==> src/rtl/alu_mul_sequencer.sv <==
`default_nettype none
// ============================================================================
// Module   : alu_mul_sequencer
// Purpose  : Shift-and-add multiplier controller that drives one external
//            Hack-style ALU. Every partial-product addition and every
//            doubling of the multiplicand is issued to the ALU as an x+y
//            control word; the block itself contains no adder.
// Ports    : clk, rst_n           clock, asynchronous active-low reset
//            in_valid/in_ready    operand handshake (in_a multiplicand,
//                                 in_b multiplier)
//            out_valid/out_ready  product handshake (out_p = a*b mod 2^WIDTH,
//                                 out_zr / out_ng flags captured from the ALU)
//            alu_x, alu_y         ALU data operands
//            alu_zx..alu_no       ALU control word
//            alu_out, alu_zr/ng   combinational ALU result and flags
// Options  : ALU_MUL_EARLY_EXIT_EN - when defined, the iteration loop ends as
//            soon as no set multiplier bits remain.
// Revision : 1.0 - initial release
// ============================================================================
module alu_mul_sequencer #(
    parameter int WIDTH = 16
) (
    input  logic             clk,
    input  logic             rst_n,
    input  logic             in_valid,
    output logic             in_ready,
    input  logic [WIDTH-1:0] in_a,
    input  logic [WIDTH-1:0] in_b,
    output logic             out_valid,
    input  logic             out_ready,
    output logic [WIDTH-1:0] out_p,
    output logic             out_zr,
    output logic             out_ng,
    output logic [WIDTH-1:0] alu_x,
    output logic [WIDTH-1:0] alu_y,
    output logic             alu_zx,
    output logic             alu_nx,
    output logic             alu_zy,
    output logic             alu_ny,
    output logic             alu_f,
    output logic             alu_no,
    input  logic [WIDTH-1:0] alu_out,
    input  logic             alu_zr,
    input  logic             alu_ng
);

    // A 1-bit counter keeps the degenerate WIDTH=1 build legal.
    localparam int CNT_W = (WIDTH > 1) ? $clog2(WIDTH) : 1;
    localparam logic [CNT_W-1:0] c_cnt_last = CNT_W'(WIDTH - 1);

    typedef enum logic [1:0] {
        IDLE = 2'd0,
        ADD  = 2'd1,
        DBL  = 2'd2,
        DONE = 2'd3
    } state_t;

    state_t           r_state;
    logic [WIDTH-1:0] r_acc;
    logic [WIDTH-1:0] r_mc;
    logic [WIDTH-1:0] r_mr;
    logic [CNT_W-1:0] r_cnt;
    logic             r_zr;
    logic             r_ng;

    logic             w_last;

    assign in_ready  = (r_state == IDLE);
    assign out_valid = (r_state == DONE);
    assign out_p     = r_acc;
    assign out_zr    = r_zr;
    assign out_ng    = r_ng;

    // Decides, during DBL, whether this was the final iteration.
`ifdef ALU_MUL_EARLY_EXIT_EN
    // Once the remaining multiplier bits are all zero, further iterations
    // would only add zero, so the loop can stop early.
    assign w_last = (r_cnt == c_cnt_last) || ((r_mr >> 1) == '0);
`else
    assign w_last = (r_cnt == c_cnt_last);
`endif

    // ALU control. Outside ADD/DBL the ALU is parked on the constant-0 word
    // so it never toggles on stale operands.
    always_comb begin
        alu_x  = '0;
        alu_y  = '0;
        alu_zx = 1'b1;
        alu_nx = 1'b0;
        alu_zy = 1'b1;
        alu_ny = 1'b0;
        alu_f  = 1'b1;
        alu_no = 1'b0;
        case (r_state)
            ADD: begin
                // acc + (mr[0] ? mc : 0): zeroing y implements the skip.
                alu_x  = r_acc;
                alu_y  = r_mc;
                alu_zx = 1'b0;
                alu_zy = ~r_mr[0];
            end
            DBL: begin
                // mc + mc doubles the multiplicand.
                alu_x  = r_mc;
                alu_y  = r_mc;
                alu_zx = 1'b0;
                alu_zy = 1'b0;
            end
            default: begin
            end
        endcase
    end

    always_ff @(posedge clk or negedge rst_n) begin
        if (!rst_n) begin
            r_state <= IDLE;
            r_acc   <= '0;
            r_mc    <= '0;
            r_mr    <= '0;
            r_cnt   <= '0;
            r_zr    <= 1'b0;
            r_ng    <= 1'b0;
        end else begin
            case (r_state)
                IDLE: begin
                    if (in_valid) begin
                        r_acc   <= '0;
                        r_mc    <= in_a;
                        r_mr    <= in_b;
                        r_cnt   <= '0;
                        r_state <= ADD;
                    end
                end
                ADD: begin
                    // The last ADD of the loop leaves the final product in
                    // acc, so its flags are the product's flags.
                    r_acc   <= alu_out;
                    r_zr    <= alu_zr;
                    r_ng    <= alu_ng;
                    r_state <= DBL;
                end
                DBL: begin
                    r_mc    <= alu_out;
                    r_mr    <= r_mr >> 1;
                    r_cnt   <= r_cnt + CNT_W'(1);
                    r_state <= w_last ? DONE : ADD;
                end
                DONE: begin
                    // No accept here: a new operand waits for the IDLE cycle.
                    if (out_ready) begin
                        r_state <= IDLE;
                    end
                end
                default: begin
                    r_state <= IDLE;
                end
            endcase
        end
    end

endmodule
`default_nettype wire
==> config.mk <==
export PLATFORM = sky130hd
export DESIGN_NAME = alu_mul_sequencer
export DESIGN_NICKNAME = d
export VERILOG_FILES = /design/src/rtl/alu_mul_sequencer.sv
export SDC_FILE = /design/constraint.sdc
export NUM_CORES = 1
export LEC_CHECK = 0
export ABC_AREA = 1
export BUFFER_PORTS_ARGS = -buffer_cell sky130_fd_sc_hd__buf_4
export CORE_ASPECT_RATIO = 0.5
export CORE_MARGIN = 2
export CORE_UTILIZATION = 50
export DETAILED_ROUTE_END_ITERATION = 10
export PLACE_DENSITY = 0.8
export SLEW_MARGIN = 20
export SYNTH_ARGS = -nofsm -noshare
export SYNTH_HDL_FRONTEND = slang
export SYNTH_SLANG_ARGS = --single-unit
==> constraint.sdc <==
create_clock -name clk -period 1.9 [get_ports clk]
set_input_delay 0.19 -clock clk [delete_from_list [all_inputs] [get_ports clk]]
set_output_delay 0.19 -clock clk [all_outputs]
set_load 0.01 [all_outputs]
After elaboration in Yosys (flattened, before gate mapping)
Index checks and enable logic that the tools add are counted.
{ "totals": {"regBits": 56, "input_bits": 54, "output_inout_bits": 58, "wordCells": 38} }
{ "op_classes": {"n_addsub": 1, "eq_ne": 6, "n_mux": 16, "bitwise": 1, "n_reduce_logical": 7} }
{ "op_table": {"columns": ["op", "count"], "rows": [
  ["$pmux W16 S2", 4],
  ["$mux W16", 4],
  ["$pmux W2 S4", 1],
  ["$pmux W4 S2", 1],
  ["$mux W2", 3],
  ["$reduce_and A2 Y1", 3],
  ["$add A4 B1 Y4 const B", 1],
  ["$eq A2 B2 Y1 const B", 2],
  ["$eq A4 B4 Y1 const B", 1],
  ["$mux W4", 1],
  ["$reduce_bool A2 Y1", 2],
  ["$eq A2 B1 Y1 const B", 1],
  ["$logic_not A2 Y1", 1],
  ["$ne A2 B1 Y1 const B", 1],
  ["$ne A2 B2 Y1 const B", 1],
  ["$pmux W1 S2", 1],
  ["$reduce_or A2 Y1", 1],
  ["$mux W1", 1],
  ["$not A1 Y1", 1]
]} }

Logic depth before layout (Yosys ltp)
{ "depth": {"ltp_word": 3, "mapped_depth": 9, "ltp_nobuf": 8} }

Worst setup path before layout
Ideal clock, no wire load.
{ "synth_timing": {"path_type": "reg2out", "startpoint": "reg r_state[0]", "endpoint": "out alu_x[10]", "t_arrival_ps": 1390, "slack_ps": 320, "path_stages_with_launch": 7, "n_path_buf": 2, "cell_sequence": "dfrtp_1 > inv_1 > ha_1 > buf_2 > nand2_1 > buf_2 > o22ai_1"} }
{ "synth_via": {"elab_chain_len": 2, "elab_cells_between_ends": 3, "classes_between": "2 x eq/ne; 1 x mux"} }
{ "synth_rtl": {"columns": ["item", "line_no", "source"], "rows": [
  ["from (decl)", "58", "state_t r_state;"],
  ["from (signal assigned)", "146", "r_state <= w_last ? DONE : ADD;"],
  ["$eq A2 B2 Y1 or $eq A2 B1 Y1 (tied branches)", "94", "case (r_state)"],
  ["$pmux W16 S2 *", "94", null],
  ["to (decl)", "34", "output logic [WIDTH-1:0] alu_x,"]
]} }
Mark *: on every way between the ends. The rest lies on a longest branch, timed or not.

Final worst setup path
{ "layout_timing": {"startpoint": "reg r_state[0]", "endpoint": "out alu_x[11]"} }
The elaborated chain is that of the path after synthesis.

==> impl_metrics.json <==
{
  "start_util_pct": 51.8,
  "synthSimpleGateAreaFrac_pct": 23.7,
  "synth_top_cell_by_area": "dfrtp_1",
  "cts_buffer_depth": 2,
  "drive_gt1_share_pct": 35.9,
  "synth-edff-count": 0,
  "synthMuxAreaShare_pct": 0.717,
  "clk_pin_slew_ns": 0.07,
  "synthToLayoutAreaGrowth_pct": 34.1,
  "fin_crit_ns": 1.83,
  "fmax_mhz": 547,
  "insertion_delay_ns": 0.29,
  "synth_xor_area_share_pct": 0,
  "gp_congestion": 0.796,
  "grt_pass1_wl_um": 12100,
  "track_usage_pct": 22.9,
  "vias_per_cell": 5.13,
  "gr-total-overflow": 0,
  "synth_warnings": 0,
  "fin_crit_sh_pct": 96.2,
  "synthArstFlopShare_pct": 100,
  "boundaryPins": 112,
  "endpoint": "alu_x[11]",
  "dp_hpwl_um": 5560,
  "maxCapViolations": 0,
  "synth-seq-cells": 56,
  "worst_ep_arrival_time_ns": 1.64,
  "hold_class": "primary input to flip-flop",
  "dieHeight_um": 60.0,
  "drt-initial-drc-count": 181,
  "ys.flop_type": "dfrtp_1",
  "htree_num_levels": 2,
  "synth.yosys.seq_area_share_pct": 44.6,
  "die_area_mm2": 0.00697,
  "rr_endpoint": "r_mc[10]$_DFFE_PN0P_",
  "final_antenna_net_count": 0,
  "synth_top_family_by_area": "simple AND/OR/NAND/NOR gates",
  "cts_buffers": 5,
  "reg2reg_from": "r_state[0]$_DFFE_PN0P_",
  "synth_compound_area_share_pct": 16.3,
  "ir_worst_vdd_v": 0.000671,
  "finalPower_mw": 6.93,
  "crit_type": "flip-flop to output pin",
  "postSynthCellCount": 368,
  "setup_viol": 0,
  "vias": 2883,
  "worstRegToRegCells": 8,
  "cts-root-buf": "clkbuf_16",
  "holdWs_ns": 0.126,
  "power-per-cell-area_mw_per_mm2": 1650,
  "skew_ns": 0.00518,
  "netlist.area_leader.share_pct": 44.6,
  "first_global_vias": 2528,
  "ys_types": 23,
  "num_antenna_cells": 0,
  "first_pass_iters": 4,
  "routedWlPerCell_um": 14.2,
  "fp.dieW_um": 116,
  "rows": 20,
  "grt_max_degree": 57,
  "cts_tree": "built",
  "cp-start-kind": "flip-flop",
  "endpoint_kind": "output pin",
  "synth_most_common_cell": "nand2_1",
  "syn_area_per_cell_um2": 8.53,
  "startpoint": "r_state[0]$_DFFE_PN0P_",
  "hold_viol": 0,
  "nNetsFinal": 533,
  "core_area_mm2": 0.00606,
  "critPathRequiredTime_ns": 1.71,
  "syn_area_mm2": 0.00314,
  "portBuffers": 107,
  "r2r_slack_ns": 0.29,
  "power.leakage_nw": 2.23,
  "drc": 0,
  "tightest_slew_ns": 0.718,
  "status": "finished clean",
  "wl_um": 7990,
  "yosys-top-cells-area": "dfrtp_1 (45%), nand2_1 (8.4%), nand3_1 (8.3%)",
  "ys_top_cells_by_count": "nand2_1 (70), dfrtp_1 (56), nand3_1 (52)",
  "antenna_found_initial": 0,
  "synthAdderAreaFrac_pct": 2.39,
  "relSlewSlack_pct": 52.1,
  "cp_max_fo": 34,
  "clock_sinks": 56,
  "maxSlewViolCount": 0
}
cell usage in the layout (no fill, tap or decap), drive strengths merged:
master | Yosys | layout
buf | 25 | 125
nand2 | 74 | 74
dfrtp | 56 | 56
nand3 | 52 | 52
inv | 44 | 44
o211ai | 29 | 29
or2 | 28 | 28
o21ai | 24 | 24
o22ai | 15 | 15
clkbuf | 5 | 8
ha | 6 | 6
nor2 | 4 | 4
conb | 2 | 4
a21oi | 2 | 2
mux2 | 2 | 2
dlygate4sd3 | 0 | 1
through the flow:
stage | utilization, % | setup WS [ns] | std cells | setup TNS [ns] | instance area, µm²
2_1_floorplan | - | 0.320 | 370 | 0 | 3150
3_3_place_gp | 65.6 | 0.277 | 550 | 0 | 3970
3_5_place_dp | 65.6 | 0.255 | 550 | 0 | 3970
4_1_cts | 68.4 | 0.0114 | 560 | 0 | 4140
5_1_grt | 69.5 | -0.0110 | 562 | -0.0145 | 4210
6_report | 69.5 | 0.0716 | 562 | 0 | 4210
power by group:
part           switching (mW)  internal, mW  total [mW]  leakage, nW
clock                   0.410         0.527       0.937       0.0712
combinational            2.18          1.75        3.93         1.45
sequential              0.315          1.74        2.06        0.701
per-layer routing:
metal  routed length, µm  GRT usage (%)  up-vias
met5                   0              0        -
met3                 456           4.46        8
met2                3880           38.2      104
met4                  70           6.12        0
li1                    -              -     1415
met1                3590           31.1     1356
flip-flops by register name, indices dropped and copies added (netlist names):
signal and cells:
r_mc 16, out_zr 1, out_p 16, r_state 2, r_cnt 4, out_ng 1
r_mr 16
layout make-up:
cell class | instances | area [µm²]
fillers | 517 | 1850
flip-flops and latches | 56 | 1400
multi-input cells | 240 | 1400
repair buffers | 126 | 985
inverters | 44 | 165
clock buffers | 8 | 146
well taps | 88 | 110
worst min-delay path by stage:
| stage | startpoint | end | slack [ns] | cells past startpoint |
|---|---|---|---|---|
| floorplan | rst_n | out_ng$_DFFE_PN0N_ | -0.11 | 0 |
| global placement | rst_n | r_mr[13]$_DFFE_PN0P_ | 0.29 | 1 |
| detailed placement | rst_n | r_mr[12]$_DFFE_PN0P_ | 0.29 | 1 |
| CTS | in_b[13] | r_mr[13]$_DFFE_PN0P_ | 0.12 | 3 |
| global route | alu_ng | out_ng$_DFFE_PN0N_ | 0.12 | 2 |
| finish | in_b[13] | r_mr[13]$_DFFE_PN0P_ | 0.13 | 3 |
repair_timing:
action | CTS | global route
hold buffers | 1 | 0
endpoints found under the setup margin | 16 | 16
buffers inserted | 1 | 2
pin swaps | 0 | 0
resized for setup | 3 | 11
endpoints found under the hold margin | 56 | 0
worst max-delay path, cell delays in order, from the launching register on:
cell	delay [ns]
dfrtp_1	0.42
inv_2	0.12
ha_2	0.22
inv_2	0.05
buf_8	0.18
o22ai_1	0.20
buf_4	0.15
logic make-up (layout without fill, tap and decap cells):
| logic type | Yosys count | after routing |
|---|---|---|
| AOI/OAI and AO/OA | 70 | 70 |
| adders and majority gates | 6 | 6 |
| buffers and inverters | 74 | 178 |
| DFF | 56 | 56 |
| muxes | 2 | 2 |
| other | 2 | 4 |
| and+or+nand+nor | 158 | 158 |
Power figures use the tool's default switching activity.
